`config.mk`:
```
export PLATFORM = sky130hd
export DESIGN_NAME = vga_sync_receiver
export DESIGN_NICKNAME = d
export VERILOG_FILES = /design/src/rtl/vga_sync_receiver.sv
export SDC_FILE = /design/constraint.sdc
export NUM_CORES = 1
export LEC_CHECK = 0
export ABC_CLOCK_PERIOD_IN_PS = 1800
export CORE_ASPECT_RATIO = 1.2
export CORE_MARGIN = 5
export CORE_UTILIZATION = 31
export CTS_CLUSTER_SIZE = 20
export DETAILED_ROUTE_END_ITERATION = 10
export GPL_TIMING_DRIVEN = 0
export HOLD_SLACK_MARGIN = 0.12
export PLACE_DENSITY_LB_ADDON = 0.3
export SLEW_MARGIN = 5
export SYNTH_ARGS = -nofsm -noshare
export SYNTH_HDL_FRONTEND = slang
export SYNTH_SLANG_ARGS = --single-unit
```
`constraint.sdc`:
```
create_clock -name clk -period 1.8 [get_ports clk]
set_input_delay 0.18 -clock clk [delete_from_list [all_inputs] [get_ports clk]]
set_output_delay 0.18 -clock clk [all_outputs]
set_load 0.1 [all_outputs]
```
`src/rtl/vga_sync_receiver.sv`:
```
// Measures incoming VGA sync timing, produces pixel coordinates and tracks lock.
// Edges are found on once-registered pins; every output is registered.
module vga_sync_receiver (
  input  logic       clk,
  input  logic       rst_n,
  input  logic       hs,
  input  logic       vs,
  input  logic       de,
  output logic [9:0] pix_x,
  output logic [8:0] pix_y,
  output logic       pix_valid,
  output logic       line_start,
  output logic       frame_start,
  output logic [9:0] h_total,
  output logic [9:0] v_total,
  output logic       locked,
  output logic       sync_error
);

  typedef enum logic [1:0] {SEARCH, MEASURE, LOCKED} state_t;

  logic       hs_s1, hs_prev, vs_s1, vs_prev, de_s1, de_prev;
  logic       hs_fall, vs_fall, de_rise, de_fall;
  logic [9:0] h_cnt, v_cnt, x_cnt, x_next;
  logic [8:0] y_cnt;
  logic       h_sat, v_sat, h_miss, v_miss, lock_err, meas_clean;
  state_t     state;
  logic [9:0] ref_h, ref_v;
  logic       ref_valid, v_seen, meas_bad;

  // Syncs idle high and de idles low, so reset release never fakes an edge.
  always_ff @(posedge clk or negedge rst_n) begin
    if (!rst_n) begin
      hs_s1   <= 1'b1;
      hs_prev <= 1'b1;
      vs_s1   <= 1'b1;
      vs_prev <= 1'b1;
      de_s1   <= 1'b0;
      de_prev <= 1'b0;
    end else begin
      hs_s1   <= hs;
      hs_prev <= hs_s1;
      vs_s1   <= vs;
      vs_prev <= vs_s1;
      de_s1   <= de;
      de_prev <= de_s1;
    end
  end

  assign hs_fall = hs_prev & ~hs_s1;
  assign vs_fall = vs_prev & ~vs_s1;
  assign de_rise = de_s1 & ~de_prev;
  assign de_fall = de_prev & ~de_s1;

  // Counters restart at 1 so the captured value is the full period.
  always_ff @(posedge clk or negedge rst_n) begin
    if (!rst_n) begin
      h_cnt       <= '0;
      v_cnt       <= '0;
      h_total     <= '0;
      v_total     <= '0;
      line_start  <= 1'b0;
      frame_start <= 1'b0;
    end else begin
      line_start  <= hs_fall;
      frame_start <= vs_fall;
      if (hs_fall) begin
        h_cnt   <= 10'd1;
        h_total <= h_cnt;
      end else if (h_cnt != 10'd1023) begin
        h_cnt <= h_cnt + 10'd1;
      end
      if (vs_fall) begin
        v_cnt   <= 10'd1;
        v_total <= v_cnt;
      end else if (hs_fall && v_cnt != 10'd1023) begin
        v_cnt <= v_cnt + 10'd1;
      end
    end
  end

  always_comb begin
    x_next = de_rise ? 10'd0 : ((x_cnt == 10'd1023) ? x_cnt : x_cnt + 10'd1);
  end

  always_ff @(posedge clk or negedge rst_n) begin
    if (!rst_n) begin
      x_cnt     <= '0;
      y_cnt     <= '0;
      pix_x     <= '0;
      pix_y     <= '0;
      pix_valid <= 1'b0;
    end else begin
      if (de_s1) x_cnt <= x_next;
      if (vs_fall) y_cnt <= '0;
      else if (de_fall && y_cnt != 9'd511) y_cnt <= y_cnt + 9'd1;
      pix_valid <= de_s1;
      pix_x     <= de_s1 ? x_next : 10'd0;
      pix_y     <= de_s1 ? y_cnt : 9'd0;
    end
  end

  assign h_sat      = (h_cnt == 10'd1023) && !hs_fall;
  assign v_sat      = (v_cnt == 10'd1023) && !vs_fall;
  assign h_miss     = hs_fall && (h_cnt != ref_h);
  assign v_miss     = vs_fall && (v_cnt != ref_v);
  assign lock_err   = h_miss || v_miss || h_sat || v_sat;
  assign meas_clean = ref_valid && !meas_bad && !h_miss && !h_sat && !v_sat;

  // MEASURE needs one clean frame to learn the line count and a second to confirm it.
  always_ff @(posedge clk or negedge rst_n) begin
    if (!rst_n) begin
      state      <= SEARCH;
      ref_h      <= '0;
      ref_v      <= '0;
      ref_valid  <= 1'b0;
      v_seen     <= 1'b0;
      meas_bad   <= 1'b0;
      locked     <= 1'b0;
      sync_error <= 1'b0;
    end else begin
      sync_error <= 1'b0;
      case (state)
        SEARCH: begin
          if (vs_fall) begin
            state     <= MEASURE;
            ref_valid <= 1'b0;
            v_seen    <= 1'b0;
            meas_bad  <= 1'b0;
          end
        end
        MEASURE: begin
          if (vs_fall) begin
            meas_bad <= 1'b0;
            if (!meas_clean) begin
              ref_valid <= 1'b0;
              v_seen    <= 1'b0;
            end else if (v_seen && v_cnt == ref_v) begin
              state  <= LOCKED;
              locked <= 1'b1;
            end else begin
              v_seen <= 1'b1;
              ref_v  <= v_cnt;
            end
          end else if (hs_fall && !ref_valid) begin
            ref_h     <= h_cnt;
            ref_valid <= 1'b1;
          end else if (h_miss || h_sat || v_sat) begin
            meas_bad <= 1'b1;
          end
        end
        LOCKED: begin
          if (lock_err) begin
            state      <= SEARCH;
            locked     <= 1'b0;
            sync_error <= 1'b1;
          end
        end
        default: begin
          state  <= SEARCH;
          locked <= 1'b0;
        end
      endcase
    end
  end

endmodule

```
==> flow_summary.ini <==
[detailed_routing]
vias = 3700
drcViolationCount = 0
totalWireLength_um = 11070
routed_via_density = 4.731
dr.pass1.iters = 5
wl_per_cell_um = 14.16
drtIter0Drc = 81
ant_nets = 0

[clock_network]
clock-sinks = 113
cts_tree = built
worst_skew_pair.late_latency_ns = 0.42
h-tree-depth = 4
cts-buffers-inserted = 17
cts_max_path_buffers = 2
clk_pin_slew_ns = 0.05
ctsRootBufferMaster = clkbuf_16

[cells_and_area]
layoutNonFillerInstCount = 782
nNetsFinal = 567
fillers = 1541
diodes = 0
final-seq-area_um2 = 2841
drive_gt1_share_pct = 28.42
multi_input_area_um2 = 2300
area_delta_synth_final_pct = 34.95
design_area_um2 = 6788

[floorplanning]
die_h_um = 149.5
initial_core_util_pct = 31.28
std_cell_rows = 51
dieArea_um2 = 18880
core_area_um2 = 16080
fp.dieW_um = 126.3
ioPinCount = 49

[grt]
global_route.usage.met2_pct = 21.06
grt_util_met3_pct = 3.677
grt.busiest_layer = met2
gr-total-overflow = 0
globalRouteMet1Util_pct = 14.64
grt_pass1_vias = 3858
antenna_found_initial = 0
grt_max_degree = 87
grt_usage_pct = 12.61
grt_pass1_wl_um = 18910

[timing]
setup_viol = 19
rsz0062_at_grt = yes
fin_skew_ns = 0.006646
post-route-period-util_pct = 109.5
hold_slack_ns = 0.1715
finalCriticalPeriod_ns = 1.970
slew_viol_final = 0
timing.final.ws_setup_ns = -0.1705
tightest_slew_ns = 0.9610
hold_viol = 0
fmax_mhz = 507.5
slew_headroom_pct = 36.18

[power]
power.leakage_nw = 3.130
peakVddDrop_mv = 0.4760
p_sw_share_pct = 31.57
combPwrFrac_pct = 24.5
seqPwrFrac_pct = 37.5
p_switching_mw = 2.569
power.internal_mw = 5.568
clkPwrFrac_pct = 38.0
p_per_area_nw_per_um2 = 1199

[synthesis]
yosysWarnings = 0
seq_area_frac_synth_pct = 56.32
ys_ff_latch = 113
synth_cells = 468
synth_nets = 478
synthFlopType = dfrtp_1
synth_area_um2 = 5030
async_reset_ff_share_pct = 100.0
synth_edf_count = 0
syn_area_per_cell_um2 = 10.75
ys_types = 56

[worst_setup_path]
cp_max_fo = 5
arrival_ns = 2.27
cp-end-kind = register
reg2reg_depth = 6
reg2reg_to = ref_v[0]$_DFFE_PN0P_
worstPathRequired_ns = 2.10
cp-startpoint = v_cnt[1]$_DFFE_PN0P_
rr_startpoint = v_cnt[1]$_DFFE_PN0P_
reg2reg_slack_ns = -0.17
start_kind = register
worst-setup-path-type = reg -> reg

[worst_hold_path]
hold_end = vs_s1$_DFF_PN1_
hp-start = vs
hold_depth = 1
hold_class = in -> reg

[place]
gp_congestion = 0.8074
portBuffers = 48
dpl_cell_area_um2 = 5888
post-place-ws_ns = -0.3802
placed_cells = 729
hpwl_um = 7098

[run]
cap_violations = 0

[status]
failed_checks = negative setup slack
status = finished, violations left
[placed cells by master, fill, tap and decap left out, types with 7 or more instances in the layout]
cell	instances
a21oi_1	11
and2_1	9
buf_4	22
buf_6	7
clkbuf_1	9
clkbuf_16	17
clkbuf_2	16
clkdlybuf4s15_1	13
clkdlybuf4s15_2	13
dfrtp_1	102
dfrtp_2	7
dlygate4sd2_1	7
mux2_2	10
mux2_4	10
nand2_1	77
nand3_1	11
nand4_1	10
nor2_1	39
o21ai_0	12
xnor2_1	32
xor2_1	10
[through the flow]
step / setup TNS [ns] / utilization (%) / power [mW]
3_3_place_gp: -443.54 / 36.44 / 4.814
6_report: -2.099 / 42.21 / 8.138
2_1_floorplan: -1.353 / - / 4.421
4_1_cts: -1.886 / 41.45 / 8.144
3_5_place_dp: -11.49 / 36.62 / 4.868
5_1_grt: -4.484 / 42.21 / 8.523
[Yosys cell counts, types with 3 or more instances]
| cell type | instances | area, um2 |
|---|---|---|
| a21o_1 | 4 | 30.03 |
| a21oi_1 | 17 | 85.08 |
| a31oi_1 | 3 | 18.77 |
| and2_1 | 9 | 56.30 |
| and3_1 | 4 | 25.02 |
| and4_1 | 3 | 26.28 |
| buf_2 | 4 | 20.02 |
| clkbuf_1 | 13 | 48.80 |
| clkbuf_2 | 4 | 20.02 |
| dfrtp_1 | 109 | 2728 |
| dfstp_2 | 4 | 105.1 |
| ha_1 | 5 | 62.56 |
| inv_1 | 6 | 22.52 |
| mux2_2 | 19 | 214.0 |
| mux2i_1 | 4 | 40.04 |
| nand2_1 | 78 | 292.8 |
| nand2b_1 | 6 | 37.54 |
| nand3_1 | 14 | 70.07 |
| nand3b_1 | 3 | 22.52 |
| nand4_1 | 10 | 62.56 |
| nor2_1 | 40 | 150.1 |
| nor2b_1 | 4 | 25.02 |
| nor3_1 | 6 | 30.03 |
| o21ai_0 | 13 | 65.06 |
| o31ai_1 | 5 | 37.54 |
| or3_1 | 5 | 31.28 |
| xnor2_1 | 35 | 306.5 |
| xor2_1 | 10 | 87.58 |
[what timing repair did]
action | CTS | global route
hold endpoints to repair | 111 | 0
endpoints found under the setup margin | 108 | 73
pin swaps | 12 | 8
hold buffers | 1 | 0
gates cloned | 1 | 1
buffers inserted | 16 | 7
gates resized for setup | 119 | 48
[power by group through the flow]
stage / sequential, mW / combinational, mW / clock, mW
CTS: 3.05 / 1.91 / 3.18
global placement: 3.04 / 1.77 / 0
floorplan: 3.58 / 0.838 / 0
global route: 3.08 / 2.15 / 3.29
finish: 3.05 / 1.99 / 3.09
detailed placement: 3.06 / 1.81 / 0
[critical path, cell delays in order, from the launching register on]
cell and delay [ns]:
dfrtp_1 0.38, clkbuf_8 0.15, xnor2_2 0.13, nand4_1 0.13, or4_4 0.60, nand3_4 0.15
mux2_4 0.32
[how the worst max path moves through the flow]
stage / to / slack, ns / cells after the start
6_report: ref_v[0]$_DFFE_PN0P_ / -0.17 / 6
5_1_grt: ref_v[0]$_DFFE_PN0P_ / -0.25 / 6
3_3_place_gp: pix_valid$_DFF_PN0_ / -4.32 / 1
2_1_floorplan: y_cnt[5]$_DFFE_PN0P_ / -0.12 / 8
3_5_place_dp: ref_v[9]$_DFFE_PN0P_ / -0.38 / 6
4_1_cts: ref_v[0]$_DFFE_PN0P_ / -0.17 / 6
[cell families after synthesis]
kind of cell               synth area share [%]
AOI/OAI and AO/OA                         7.612
DFF                                       56.32
buffers and inverters                     2.960
adders and majority gates                 1.244
xor gates and xnor gates                  7.836
and+or+nand+nor                           18.68
muxes                                     5.348
[routing by layer]
metal  routed length (um)  vias to the layer above
met4                  270                        0
met3                  346                       24
met1                 4636                     1834
met2                 5819                       73
li1                     -                     1769
met5                    0                        -
[final cells by class]
cell class / instances / area share, %
buffer: 20 / 2.157
tap: 212 / 3.908
timing repair buffer: 74 / 9.714
inverter: 8 / 0.4608
sequential: 113 / 41.86
clock buffer: 26 / 7.207
clock inverter: 6 / 0.8111
multi-input combinational: 323 / 33.88
[registers in the layout (all words and copies together), names as in the netlist, 2 cells and up]
signal   flops
pix_y        9
h_cnt       10
v_cnt       10
h_total     10
ref_h       10
state        2
y_cnt        9
pix_x       10
ref_v       10
x_cnt       10
v_total     10
No activity file was read; power rests on OpenSTA's default activity.
==> patch 1, RTL diff (config.mk and constraints unchanged) <==
`pix_x` no longer has a reset.
--- a/src/rtl/vga_sync_receiver.sv
+++ b/src/rtl/vga_sync_receiver.sv
@@ -89,3 +89,2 @@
       y_cnt     <= '0;
-      pix_x     <= '0;
       pix_y     <= '0;
@@ -97,5 +96,8 @@
       pix_valid <= de_s1;
-      pix_x     <= de_s1 ? x_next : 10'd0;
       pix_y     <= de_s1 ? y_cnt : 9'd0;
     end
+  end
+
+  always_ff @(posedge clk) begin
+    pix_x <= de_s1 ? x_next : 10'd0;
   end
Function: differs if rst_n is asserted again (counterexample within 4 cycles, from zero or initial values and one cycle with rst_n low); with rst_n held inactive, the same outputs for 10 cycles.
==> patch 1 against the unedited design <==
First-iteration DRC count grew 77%; critical path type unchanged; the run still ends with negative setup slack left; worst hold slack gained 0.0052 ns; wire length grew 5.5%; setup slack gained 0.018 ns; synthesized area grew 0.50%; design area grew 2.4%; largest power group unchanged; via count grew 1.1%; clock skew is essentially flat; highest routed layer unchanged; power grew 5.2%; sequential cell count is the same.
==> patch 1: results (changes against the unedited design) <==
INFO  placed_design  detailedPlacementHpwl=7.293mm [+2.8%]
INFO  logic_synthesis synth-seq-area-share=55.05% [-1.3 points]
INFO  power          pnr_total_power=8.564mW [+5.2%]
INFO  drt            met1Wirelength=5.057mm [+9.1%]
INFO  setup_path     worst_path_max_delay_cell=sky130_fd_sc_hd__o31a_2
INFO  power          worst_supply_voltage_drop_on_vdd=0.6252mV [+31%]
INFO  drt            routed-wl-met3=591µm [+71%]
INFO  cts            post_cts_resized=102 [-14%]
INFO  setup_path     timing.reg2reg.setup_slack=-0.15ns [+0.02 ns]
INFO  placed_design  dpl-instance-area=5892µm² [about the same]
INFO  global_route   maximum_number_of_pins_on_one_net_before_global_route_repair=68 [-22%]
INFO  power          power.static_leakage=3.291nW [+5.1%]
INFO  sta            setup_slack=-0.1523ns [+0.01821 ns]
INFO  finish         final-instance-count-excl-fill=799 [+2.2%]
INFO  sta            finalSetupViolations=27 [+8]
INFO  finish         layout.comb_gates.multi_input=325 [+0.62%]
INFO  finish         final_core_utilization=43.05% [+0.84 points]
INFO  logic_synthesis synth_async_sr_flop_share=91.15% [-8.8 points]
INFO  finish         area_delta_synth_final=37.50%
INFO  setup_path     endpoint=ref_v[9]
INFO  placed_design  place_inst=734 [+0.69%]
INFO  global_route   grt_pass1_vias=3,845 [-0.34%]
INFO  logic_synthesis syn_nets=483 [+1.0%]
INFO  global_route   grt_use_met2=20.95% [-0.11 points]
INFO  setup_path     worstReg2RegStart=h_cnt[3]
INFO  finish         multi_input_gate_share_of_total_cell_area=33.38% [-0.50 points]
INFO  global_route   grt_util_all_layers=12.68% [+0.069 points]
INFO  cts            postCtsSetupBuffers=19 [+3]
INFO  finish         layout.nonclk_buf_share=13.23% [+1.4 points]
INFO  drt            met2RoutedLength=5.853mm [+0.58%]
INFO  finish         layout-drive-gt1-share=32.54% [+4.1 points]
INFO  finish         sh_seq_area=40.29% [-1.6 points]
INFO  run_status     violations=negative setup slack
INFO  setup_path     crit_path_max_incr_delay=0.39ns [-0.21 ns]
INFO  sta            setup_tns=-2.072ns [+0.02676 ns]
INFO  run_status     run_status=finished with violations
INFO  finish         clock_buffers=22 [-15%]
INFO  finish         area_share_clock_buf_inv=8.731% [+0.71 points]
INFO  placed_design  preCtsSetupSlack=-0.3417ns [+0.03853 ns]
## patch 1: cell types whose count changed in the layout (fill, tap and decap cells not counted), sizes merged, moves of 5 or more
cell and delta:
clkdlybuf4s15 -10, xor2 +14, dfrtp -10, xnor2 -15, buf +17, o31ai -5, and3 +6, dfxtp +10
## patch 1: worst max-delay path: cells and delay by family, from the launching register on
kind                   cells  cell delay (ns)
multiplexers               1             0.29
buffers and inverters      2             0.32
flip-flops                 1             0.37
AND/OR/NAND/NOR            2             0.31
XOR/XNOR                   1             0.14
AO/OA/AOI/OAI              1             0.39
## patch 1: kinds of logic after synthesis
| family | share of synthesized area [%] |
|---|---|
| adders and majority gates | 1.238 |
| muxes | 6.188 |
| AOI/OAI and AO/OA | 6.263 |
| and+or+nand+nor | 19.08 |
| xor gates and xnor gates | 7.772 |
| DFF | 55.05 |
| buffers and inverters | 4.406 |
==> patch 2, RTL diff (same settings) <==
Without the edit above. Register the output `h_total` once more, cleared by the reset; this adds one clock of latency there. The other outputs are not delayed to match.
--- a/src/rtl/vga_sync_receiver.sv
+++ b/src/rtl/vga_sync_receiver.sv
@@ -20,2 +20,4 @@
   typedef enum logic [1:0] {SEARCH, MEASURE, LOCKED} state_t;
+
+  logic [9:0] h_total_s0;
 
@@ -59,3 +61,3 @@
       v_cnt       <= '0;
-      h_total     <= '0;
+      h_total_s0  <= '0;
       v_total     <= '0;
@@ -68,3 +70,3 @@
         h_cnt   <= 10'd1;
-        h_total <= h_cnt;
+        h_total_s0 <= h_cnt;
       end else if (h_cnt != 10'd1023) begin
@@ -166,2 +168,10 @@
 
+  always_ff @(posedge clk or negedge rst_n) begin
+    if (!rst_n) begin
+      h_total <= '0;
+    end else begin
+      h_total <= h_total_s0;
+    end
+  end
+
 endmodule
Check against the original RTL: not equivalent (Yosys sat finds a counterexample within 4 cycles, from zero or initial values and one cycle with rst_n low).
==> patch 2 against the unedited design <==
Power is 17% higher; setup slack worse by 0.12 ns; design area is 12% higher; clock skew is 0.0011 ns higher; non-clock buffer count is 27 higher; the run still ends with negative setup slack left; sequential cell count is 10 higher; synthesized area is 5.6% higher; largest cell class unchanged; wire length is 7.4% higher.
==> patch 2: results (changes against the unedited design) <==
INFO  run_status     run_status=finished with violations
INFO  run_status     violations=negative setup slack
INFO  cts            clk_latency=0.41ns
INFO  placed_design  gp_congestion=0.8012 [-0.77%]
INFO  global_route   maximum_number_of_pins_on_one_net_before_global_route_repair=81 [-6.9%]
INFO  global_route   number_of_antenna_violations_at_the_first_check_in_global_routing=0 [unchanged]
INFO  placed_design  detailedPlacementHpwl=7.247mm [+2.1%]
INFO  drt            via_per_inst=4.705 [-0.56%]
INFO  logic_synthesis synth-seq-area-share=58.04% [+1.7 points]
INFO  setup_path     critPathMaxFanout=6 [+1]
INFO  logic_synthesis syn_nets=478 [unchanged]
INFO  logic_synthesis synth_async_sr_flop_share=100.0% [unchanged]
INFO  cts            ctsHtreeMaxLevel=4 [unchanged]
INFO  placed_design  preCtsSetupSlack=-0.5335ns [-0.1533 ns]
INFO  drt            iteration_count_of_the_initial_detailed_routing_pass=4 [-1]
INFO  power          power.static_leakage=3.621nW [+16%]
INFO  power          proportion_of_total_power_due_to_net_switching=28.98% [-2.6 points]
INFO  hold_path      worstHoldPathType=in -> reg
INFO  finish         antenna_cells_inserted=0 [unchanged]
INFO  finish         layout-drive-gt1-share=34.11% [+5.7 points]
INFO  logic_synthesis synth.area.top_cells=sky130_fd_sc_hd__dfrtp_1 (56%), sky130_fd_sc_hd__nand2_1 (5.4%), sky130_fd_sc_hd__xnor2_1 (3.8%)
INFO  cts            tritoncts.num_buffers=17 [unchanged]
INFO  logic_synthesis synth_ff_type=sky130_fd_sc_hd__dfrtp_1
INFO  logic_synthesis ys_types=59 [+5.4%]
INFO  setup_path     critical_path_arrival=2.39ns [+0.12 ns]
INFO  drt            drt-total-wl=11.89mm [+7.4%]
INFO  global_route   grt_util_all_layers=12.33% [-0.28 points]
INFO  placed_design  port-buffer-count=48 [unchanged]
INFO  finish         final_nets=595 [+4.9%]
INFO  sta            finalClockSkew=0.007774ns [+0.001127 ns]
INFO  cts            clock-root-buffer=sky130_fd_sc_hd__clkbuf_16
INFO  drt            dr.first_iter.drc_count=215 [+170%]
INFO  cts            path_clk_slew=0.06ns
INFO  sta            worst_pin_slew=0.9679ns [+0.006829 ns]
INFO  sta            setup_slack=-0.2906ns [-0.1201 ns]
INFO  global_route   grt_pass1_vias=3,984 [+3.3%]
INFO  global_route   grt_first_pass_wirelength=19.59mm [+3.6%]
INFO  logic_synthesis commonest_cells_in_the_netlist=sky130_fd_sc_hd__dfrtp_1 (119), sky130_fd_sc_hd__nand2_1 (77), sky130_fd_sc_hd__nor2_1 (40)
INFO  sta            finalSetupViolations=32 [+13]
INFO  finish         fillers=1,520 [-1.4%]
INFO  logic_synthesis synth-warning-count=0 [unchanged]
INFO  power          worst_supply_voltage_drop_on_vdd=0.6671mV [+40%]
[patch 2: power groups by stage]
stage                     clock [mW]  combinational [mW]  sequential [mW]
after detailed placement           0                1.66             3.33
final                           4.09                2.08             3.31
after global routing            4.30                2.24             3.35
after global placement             0                1.63             3.31
after floorplan                    0               0.731             3.82
after CTS                       4.17                1.87             3.30
[patch 2: path summary, 6_finish.rpt]
check | startpoint | endpoint | slack, ns | cells past startpoint
min | vs | vs_s1 | 0.17 | 1
max | h_cnt[7] | ref_v[3] | -0.29 | 7
min in group asynchronous | rst_n | h_total[5] | 0.25 | 2
min reg2reg | hs_s1 | hs_prev | 0.37 | 0
max in group asynchronous | rst_n | vs_prev | 0.78 | 3
max reg2reg | h_cnt[7] | ref_v[3] | -0.29 | 7
[patch 2: cell type report]
cell class	instances	area, µm²	share of cell area, %
sequential	123	3102	40.97
multi-input combinational	313	2406	31.78
timing repair buffer	101	919.6	12.15
clock buffer	19	452.9	5.982
tap	216	270.3	3.570
clock inverter	13	261.5	3.454
buffer	20	125.1	1.653
inverter	9	33.78	0.4462
[patch 2: metal layers]
metal  GRT usage [%]  vias up  routed length, µm
met3           3.560       18                468
met1           14.97     1915               5083
met2           20.41       65               6125
li1                -     1832                  -
met4           5.099        0                209
met5               0        -                  0
[patch 2: repair_timing]
| action | CTS | global route |
|---|---|---|
| pin swaps | 20 | 27 |
| resized for setup | 106 | 78 |
| buffers inserted | 20 | 31 |
| endpoints found under the hold margin | 43 | 0 |
| endpoints found under the setup margin | 110 | 74 |
| gates cloned | 2 | 0 |
| hold buffers | 1 | 0 |
[patch 2: through the flow]
stage | total power [mW] | cells | area (µm²) | TNS [ns] | utilization, %
finish | 9.481 | 814 | 7571 | -3.909 | 44.93
global route | 9.897 | 814 | 7571 | -8.229 | 44.93
CTS | 9.339 | 784 | 7129 | -3.985 | 42.31
detailed placement | 4.990 | 733 | 6113 | -12.95 | 36.28
global placement | 4.935 | 732 | 6085 | -520.39 | 36.11
floorplan | 4.547 | 468 | 5334 | -1.912 | -
[patch 2: logic make-up after synthesis]
logic type | synth area share [%]
compound gates | 7.044
xor+xnor | 7.727
fa+ha+maj | 1.178
buf+inv | 2.968
flops | 58.04
mux | 6.078
simple gates | 16.96
[patch 2: critical path, stage by stage (launching register included)]
cell,delay (ns)
sky130_fd_sc_hd__dfrtp_1,0.37
sky130_fd_sc_hd__buf_6,0.14
sky130_fd_sc_hd__xnor2_2,0.13
sky130_fd_sc_hd__nand4_1,0.14
sky130_fd_sc_hd__o31a_4,0.38
sky130_fd_sc_hd__nor4b_4,0.31
sky130_fd_sc_hd__buf_6,0.20
sky130_fd_sc_hd__mux2_4,0.30
